## config.mk

```make
export PLATFORM = sky130hd
export DESIGN_NAME = prescaled_counter
export DESIGN_NICKNAME = d
export VERILOG_FILES = /design/src/rtl/counter_pkg.sv /design/src/rtl/tick_divider.sv /design/src/rtl/prescaled_counter.sv
export SDC_FILE = /design/constraint.sdc
export NUM_CORES = 1
export LEC_CHECK = 0
export ABC_CLOCK_PERIOD_IN_PS = 1900
export CORE_MARGIN = 5
export CORE_UTILIZATION = 47
export DETAILED_ROUTE_END_ITERATION = 10
export HOLD_SLACK_MARGIN = 0.06
export PLACE_DENSITY = 0.78
export SETUP_SLACK_MARGIN = 0.02
export SYNTH_ARGS = -nofsm -noshare
export SYNTH_HDL_FRONTEND = slang
export SYNTH_SLANG_ARGS = --single-unit
```

## constraint.sdc

```tcl
create_clock -name CLK -period 1.9 [get_ports CLK]
set_input_delay 0.38 -clock CLK [delete_from_list [all_inputs] [get_ports CLK]]
set_output_delay 0.38 -clock CLK [all_outputs]
set_load 0.03 [all_outputs]
```

## src/rtl/counter_pkg.sv

```systemverilog
// Shared definitions for the prescaled up/down counter.
// Parameter legality checks, prescaler sizing and the load clamp.
package counter_pkg;

  localparam int unsigned WIDTH_MIN    = 2;
  localparam int unsigned WIDTH_MAX    = 32;
  localparam int unsigned PRESCALE_MIN = 1;
  localparam int unsigned PRESCALE_MAX = 65536;

  // Largest value representable in w bits.
  function automatic longint unsigned full_scale(
    input int unsigned w
  );
    return (64'd1 << w) - 64'd1;
  endfunction

  // Width of the counter itself.
  function automatic bit width_ok(input int unsigned w);
    return (w >= WIDTH_MIN) && (w <= WIDTH_MAX);
  endfunction

  // Terminal value must be nonzero and fit in the counter.
  function automatic bit max_ok(
    input int unsigned     w,
    input longint unsigned m
  );
    return (m >= 64'd1) && (m <= full_scale(w));
  endfunction

  // Number of clock enables folded into one count step.
  function automatic bit prescale_ok(input int unsigned p);
    return (p >= PRESCALE_MIN) && (p <= PRESCALE_MAX);
  endfunction

  function automatic bit params_ok(
    input int unsigned     w,
    input longint unsigned m,
    input int unsigned     p
  );
    return width_ok(w) && max_ok(w, m) && prescale_ok(p);
  endfunction

  // Prescaler register width; one bit minimum so the
  // degenerate divide-by-one case still has a real flop.
  function automatic int p_width(input int unsigned p);
    return (p > 1) ? $clog2(p) : 1;
  endfunction

  // Load values above the terminal value saturate to it.
  function automatic logic [31:0] clamp_max(
    input logic [31:0] d,
    input logic [31:0] m
  );
    return (d > m) ? m : d;
  endfunction

endpackage

```

## src/rtl/tick_divider.sv

```systemverilog
// Clock-enable prescaler: one TICK every PRESCALE enabled cycles.
// CLR restarts the prescale count from zero.
module tick_divider
  import counter_pkg::*;
#(
  parameter int unsigned PRESCALE = 1
) (
  input  logic CLK,
  input  logic RESET,
  input  logic CE,
  input  logic CLR,
  output logic TICK
);

  localparam int PW = p_width(PRESCALE);
  localparam logic [PW-1:0] LAST = PW'(PRESCALE - 1);
  localparam logic [PW-1:0] ONE  = PW'(1);

  if (!prescale_ok(PRESCALE)) begin : g_bad_prescale
    $error("tick_divider: PRESCALE out of range");
  end

  logic [PW-1:0] p_q;
  logic [PW-1:0] p_d;

  // Tick on the last phase; clear beats advance, wrap after LAST.
  always_comb begin
    TICK = CE && (p_q == LAST);
    p_d  = p_q;
    if (CLR) begin
      p_d = '0;
    end else if (TICK) begin
      p_d = '0;
    end else if (CE) begin
      p_d = p_q + ONE;
    end
  end

  // Prescale phase register; reset drops any partial count.
  always_ff @(posedge CLK or posedge RESET) begin
    if (RESET) begin
      p_q <= '0;
    end else begin
      p_q <= p_d;
    end
  end

endmodule

```

## src/rtl/prescaled_counter.sv

```systemverilog
// Loadable up/down counter stepping once per PRESCALE enables,
// wrapping modulo MAX+1 with a registered one-cycle wrap pulse.
module prescaled_counter
  import counter_pkg::*;
#(
  parameter int unsigned     WIDTH    = 26,
  parameter longint unsigned MAX      = (64'd1 << WIDTH) - 64'd1,
  parameter int unsigned     PRESCALE = 1
) (
  input  logic             CLK,
  input  logic             RESET,
  input  logic             CE,
  input  logic             UP,
  input  logic             LOAD,
  input  logic [WIDTH-1:0] DATA,
  output logic [WIDTH-1:0] O,
  output logic             COUT
);

  if (!params_ok(WIDTH, MAX, PRESCALE)) begin : g_bad_params
    $error("prescaled_counter: illegal WIDTH/MAX/PRESCALE");
  end

  localparam logic [WIDTH-1:0] MAX_V = WIDTH'(MAX);
  localparam logic [WIDTH-1:0] ONE_V = WIDTH'(1);
  localparam logic [31:0]      MAX32 = 32'(MAX);

  logic             tick;
  logic [31:0]      data32;
  logic [WIDTH-1:0] load_v;

  logic [WIDTH-1:0] o_q;
  logic [WIDTH-1:0] o_d;
  logic             cout_q;
  logic             cout_d;

  tick_divider #(
    .PRESCALE (PRESCALE)
  ) u_div (
    .CLK   (CLK),
    .RESET (RESET),
    .CE    (CE),
    .CLR   (LOAD),
    .TICK  (tick)
  );

  // Saturate the load value to the terminal count.
  always_comb begin
    data32 = 32'(DATA);
    load_v = WIDTH'(clamp_max(data32, MAX32));
  end

  // Next count: load, else step with wrap, else hold.
  always_comb begin
    o_d    = o_q;
    cout_d = 1'b0;
    if (LOAD) begin
      o_d = load_v;
    end else if (tick) begin
      if (UP) begin
        if (o_q == MAX_V) begin
          o_d    = '0;
          cout_d = 1'b1;
        end else begin
          o_d = o_q + ONE_V;
        end
      end else begin
        if (o_q == '0) begin
          o_d    = MAX_V;
          cout_d = 1'b1;
        end else begin
          o_d = o_q - ONE_V;
        end
      end
    end
  end

  // Count and wrap-pulse registers.
  always_ff @(posedge CLK or posedge RESET) begin
    if (RESET) begin
      o_q    <= '0;
      cout_q <= 1'b0;
    end else begin
      o_q    <= o_d;
      cout_q <= cout_d;
    end
  end

  assign O    = o_q;
  assign COUT = cout_q;

endmodule

```

==> results of run 1 <==
how the worst max path moves through the flow:
| stage | from | endpoint | slack (ns) | cells after the start |
|---|---|---|---|---|
| CTS | O[14] | O[22] | -0.1 | 5 |
| detailed placement | CE | O[6] | -0.23 | 6 |
| global route | O[0] | O[24] | -0.29 | 8 |
| floorplan | O[1] | O[24] | -0.11 | 7 |
| finish | O[14] | O[24] | -0.20 | 7 |
| global placement | CE | O[6] | -0.21 | 6 |
through the flow:
stage / util, % / power [mW] / hold WS (ns) / setup TNS, ns / cells
floorplan: - / 1.36 / 0.444 / -0.693 / 368
global placement: 76.0 / 1.84 / 0.547 / -1.34 / 578
detailed placement: 76.0 / 1.87 / 0.559 / -2.03 / 578
CTS: 78.5 / 2.23 / 0.491 / -0.383 / 588
global route: 82.6 / 2.43 / 0.504 / -3.19 / 593
finish: 82.6 / 2.32 / 0.474 / -1.59 / 593
area by class of cell:
class / count / area (µm²) / area share, %
clock buffers: 4 / 45.0 / 0.979
inverters: 13 / 48.8 / 1.06
multi-input cells: 293 / 2160 / 46.9
flip-flops and latches: 28 / 723 / 15.7
well taps: 72 / 90.1 / 1.96
repair buffers: 183 / 1540 / 33.4
worst min-delay path, stage by stage:
cell             delay, ns
clkdlybuf4s50_1       0.39
inv_1                 0.05
buf_4                 0.38
cells in the final DEF (no fill, tap or decap), types with 4 or more instances in the layout:
| master | count |
|---|---|
| or3_1 | 8 |
| dfrtp_1 | 10 |
| a31oi_1 | 8 |
| nor4_1 | 8 |
| o21ai_2 | 5 |
| o21a_1 | 5 |
| clkdlybuf4s50_1 | 34 |
| buf_4 | 122 |
| o31a_1 | 6 |
| o21ai_0 | 22 |
| nand4_1 | 11 |
| inv_1 | 10 |
| and4_1 | 5 |
| dlygate4sd2_1 | 16 |
| nor4_2 | 5 |
| nor3_1 | 14 |
| o211ai_1 | 7 |
| mux2i_1 | 4 |
| dfrtp_2 | 18 |
| o21ai_1 | 8 |
| nand3_1 | 16 |
| nand3_2 | 5 |
| a21oi_1 | 12 |
| nor2_1 | 19 |
| o22ai_1 | 4 |
| dlymetal6s2s_1 | 6 |
| nand2_1 | 31 |
| nor2b_1 | 5 |
sequential cells by signal, summed over array words and instances (netlist names):
register   cells
COUT           1
u_div.p_q      1
O             26
metal layers:
metal,up-vias,routed length [µm],share of wire [%],GRT usage [%]
met5,-,0,0,0
li1,1720,-,-,-
met1,1858,4660,39,39.6
met3,48,1190,9.9,3.90
met4,0,462,3.8,14.0
met2,275,5780,48,52.3
power by group:
part	switching (mW)	total, mW	internal [mW]
clock	0.221	0.373	0.151
sequential	0.0990	0.762	0.663
combinational	0.646	1.19	0.543
timing repair:
action / in CTS / in global routing
resized for setup: 38 / 42
endpoints found under the setup margin: 39 / 31
hold buffers: 0 / 0
pin swaps: 16 / 11
setup buffers: 6 / 6
kinds of logic after synthesis:
family                     count (synthesis)
AOI/OAI and AO/OA                        115
adders and majority gates                  2
xor gates and xnor gates                   5
muxes                                      6
buffers and inverters                     47
DFF                                       28
and+or+nand+nor                          165
==> impl_metrics.ini, run 1 <==
[die]
die_height_um = 86.3
dieArea_mm2 = 0.00744
initial_core_util_pct = 49.0
core_area_mm2 = 0.00557
floorplan.io_pins = 58
fp.dieW_um = 86.3
fp-row-count = 27

[cells_and_area]
area_delta_synth_final_pct = 68.4
num_antenna_cells = 0
nFillCells = 374
final_nets = 555
design_area_mm2 = 0.00460
fraction_of_final_layout_cells_sized_beyond_drive_strength_1_pct = 39.2

[cts]
clock-sinks = 28
htree_num_levels = 1
clk_pin_slew_worst_paths_ns = 0.11
numCtsBuffers = 3
clk_root_buf = clkbuf_8
clock_insertion_delay_worst_skew_ns = 0.29
cts_tree = yes
clock_path_buffers = 2

[route]
route.detailed.wl_per_inst_um = 20.4
ant_nets = 0
drtPass1Iterations = 5
finalWirelength_mm = 12.1
drcViolationCount = 0
drt-initial-drc-count = 305
vias_per_cell = 6.58
via_count = 3901

[synth]
share_of_synthesized_area_spent_on_multiplexers_pct = 2.24
synthMostInstantiatedCell = o21ai_0
synth_fa_ha_area_share_pct = 0.915
synth_simple_gate_area_share_pct = 34.6
synth_area_leader_cell = dfrtp_1
synth-main-ff-cell = dfrtp_1
synth_edf_count = 0
synth_fp_nets = 401
netlist_area_mm2 = 0.00273
post_synth_top_area_share_pct = 25.6
synth_cell_types = 66
synth_sequential_area_ratio_pct = 25.6
synth_xor_area_share_pct = 1.60
synthCells = 368
post_synth.cell_area_avg_um2 = 7.43
ys_seq_elements = 28
netlist_top_cells_area = dfrtp_1 26%, o21ai_0 6.2%, nand2_1 4.5%
synth_top_family_by_area = simple AND/OR/NAND/NOR gates
yosys_warnings = 0
synth_area_in_compound_gates_pct = 27.6
async_set_reset_flop_share_out_of_synthesis_pct = 100
ys_top_cells_by_count = 34 x o21ai_0, 33 x nand2_1, 28 x dfrtp_1

[setup_path]
critical-path-max-stage-delay_ns = 0.44
critical_path_buf_inv_count = 2
crit_path_max_delay_cell_type = dfrtp_2
worst-endpoint-arrival_ns = 2.33
critical_path_peak_fanout = 6
cpLargestDelayFamily = simple AND/OR/NAND/NOR gates
timing_worst_setup_path_type = register to register
worst_ep_required_time_ns = 2.13
worstSetupStartpointType = register
crit_chain = buf_12, nor4_4, nand3b_1, buf_4, or4_4, a211o_1, nand3_1
reg2reg_setup_slack_ns = -0.20
r2r_cells = 7
rr_endpoint = O[24]
r2r-start = O[14]
end_kind = register

[grt]
groute.usage.overall_pct = 31.0
grt_first_pass_wirelength_mm = 18.4
via_count_of_the_first_global_routing_pass = 3686
initial_antenna_violation_count = 0
grt_start_max_net_pins = 34
globalRouteOverflowTotal = 0

[timing]
max-slew-margin-rel_pct = 72.1
max_freq_ghz = 0.476
slew_violations = 0
worst_slew_pin_slew_ns = 0.416
timing.final.crit_share_pct = 111
finalHoldViolCount = 0
rsz0062_at_grt = yes
post_layout_minimum_cycle_time_ns = 2.10
least_setup_slack_across_all_paths_after_layout_ns = -0.202
timing.clock.skew_ns = 0.00548
setup_violations = 20

[run_status]
status = complete, but fails checks
failed_checks = negative setup slack

[place]
place_hpwl_mm = 8.66
postPlaceCellArea_mm2 = 0.00423
port_buffers = 57
preCtsSetupSlack_ns = -0.233
finalWeightedCongestion = 0.989

[hold_path]
hold_path.class = primary input to asynchronous set/reset pin

[pwr]
max-vdd-ir-drop_v = 0.000374
p_leak_nw = 1.84
power.density_mw_per_mm2 = 505

[flow_run]
max_cap_violations = 0
(Power assumes the default switching activity.)
==> run 2: changes to the inputs <==
--- a/config.mk
+++ b/config.mk
@@ -8,6 +8,7 @@
 export ABC_CLOCK_PERIOD_IN_PS = 1900
 export CORE_MARGIN = 5
 export CORE_UTILIZATION = 47
+export CTS_BUF_LIST = sky130_fd_sc_hd__clkbuf_16
 export DETAILED_ROUTE_END_ITERATION = 10
 export HOLD_SLACK_MARGIN = 0.06
 export PLACE_DENSITY = 0.78
==> impl_metrics.ini, run 2 (synthesized netlist as in run 1, its figures left out) <==
[run_status]
status = complete, but fails checks
failed_checks = negative setup slack

[grt]
globalRouteOverflowTotal = 0
grt_first_pass_wirelength_mm = 18.5
via_count_of_the_first_global_routing_pass = 3748
grt_start_max_net_pins = 34
initial_antenna_violation_count = 0
groute.usage.overall_pct = 31.4

[setup_path]
crit_chain = inv_2, ha_4, nor4b_4, buf_4, nand3_2, or4_4, a211o_1, nand3_1
worst-endpoint-arrival_ns = 2.28
worstSetupStartpointType = register
crit_path_max_delay_cell_type = or4_4
end_kind = register
r2r-start = O[0]
worst_setup_path_startpoint = O[0]
timing_worst_setup_path_type = register to register
critical_path_peak_fanout = 4
worst_ep_required_time_ns = 2.10
critical-path-max-stage-delay_ns = 0.49

[route]
drtPass1Iterations = 5
drt-initial-drc-count = 377
ant_nets = 0
vias_per_cell = 6.57
route.detailed.wl_per_inst_um = 20.3
drcViolationCount = 0
via_count = 3869
finalWirelength_mm = 12.0

[timing]
rsz0062_at_grt = yes
least_setup_slack_across_all_paths_after_layout_ns = -0.180
finalHoldViolCount = 0
slew_violations = 0
timing.clock.skew_ns = 0.00576
max_freq_ghz = 0.481
post_layout_minimum_cycle_time_ns = 2.08
worst_slew_pin_slew_ns = 0.426
max-slew-margin-rel_pct = 71.6
setup_violations = 19
fin_worst_hold_slack_ns = 0.494
timing.final.crit_share_pct = 109

[place]
port_buffers = 57
place_hpwl_mm = 8.66
finalWeightedCongestion = 0.989

[cells_and_area]
num_antenna_cells = 0
largest_register_ff_count = 26
top_library_cells_by_usage_in_the_layout_fill_and_taps_aside = 118 x buf_4, 37 x clkdlybuf4s50_1, 31 x nand2_1
area_delta_synth_final_pct = 68.0
final_nets = 551
nFillCells = 378
fraction_of_final_layout_cells_sized_beyond_drive_strength_1_pct = 38.3
layout_commonest_cell = buf_4

[pwr]
power.density_mw_per_mm2 = 534
total_power_mw = 2.45
p_leak_nw = 1.82
max-vdd-ir-drop_v = 0.000416

[cts]
postCtsHoldBufs = 0
clk_root_buf = clkbuf_16
numCtsBuffers = 3
htree_num_levels = 1
clock_insertion_delay_worst_skew_ns = 0.27
clk_pin_slew_worst_paths_ns = 0.08
clock_path_buffers = 2
clock-sinks = 28
cts_tree = yes

[die]
core_area_mm2 = 0.00557
initial_core_util_pct = 49.0
die_height_um = 86.3
floorplan.io_pins = 58
dieArea_mm2 = 0.00744
fp-row-count = 27
fp.dieW_um = 86.3

[hold_path]
hold_path.class = primary input to asynchronous set/reset pin

[flow_run]
max_cap_violations = 0
run 2: cell types whose count changed in the layout (fill, tap and decap cells not counted), moves of 2 or more:
cell / change
clkbuf_16: +3
o21ai_1: +2
buf_4: -4
dlygate4sd2_1: -4
o21ai_2: -3
clkdlybuf4s50_1: +3
clkbuf_8: -3
run 2: cell type report:
class                   instances  area, µm²  area share (%)
inverters                      13       48.8            1.06
repair buffers                179       1510            33.0
clock buffers                   3       75.1            1.63
clock inverters                 1       3.75          0.0817
multi-input cells             293       2140            46.6
well taps                      72       90.1            1.96
flip-flops and latches         28        723            15.7
run 2: critical path: cells and delay by family, from the launching register on:
family	cells	cell delay, ns
adder cells (fa/ha/maj)	1	0.14
flip-flops	1	0.43
AO/OA/AOI/OAI	1	0.28
buffers and inverters	2	0.27
AND/OR/NAND/NOR	4	0.88
run 2: final timing paths:
kind                                  end  slack (ns)  cells past startpoint
worst max-delay path                O[24]       -0.18                      8
worst min-delay path                 COUT        0.49                      3
worst max register to register      O[24]       -0.18                      8
worst min register to register  u_div.p_q        0.60                      1
max in group asynchronous           O[13]        1.07                      3
min in group CLK                u_div.p_q        0.60                      1
run 2: metal layers:
layer | vias up | track usage [%] | routed length [µm]
met5 | - | 0 | 0
met4 | 0 | 14.9 | 533
met3 | 58 | 4.94 | 1220
met2 | 286 | 53.3 | 5770
met1 | 1816 | 39.0 | 4460
li1 | 1709 | - | -
run 2: repair_timing:
| action | 4_1_cts | 5_1_grt |
|---|---|---|
| pin swaps | 12 | 15 |
| setup endpoints to repair | 32 | 33 |
| resized for setup | 35 | 36 |
| buffers inserted | 7 | 1 |
run 2: where the power goes:
| group | switching (mW) | internal [mW] |
|---|---|---|
| clock | 0.236 | 0.284 |
| sequential | 0.102 | 0.663 |
| combinational | 0.632 | 0.538 |
| total | 0.969 | 1.48 |
run 2: metrics by stage:
stage | worst slack (ns) | TNS, ns | area (µm²) | util (%) | cells
finish | -0.180 | -1.38 | 4590 | 82.4 | 589
global placement | -0.209 | -1.34 | 4230 | 76.0 | 578
floorplan | -0.115 | -0.693 | 2920 | - | 368
detailed placement | -0.233 | -2.03 | 4230 | 76.0 | 578
CTS | -0.0992 | -0.338 | 4440 | 79.6 | 589
global route | -0.241 | -3.32 | 4590 | 82.4 | 589
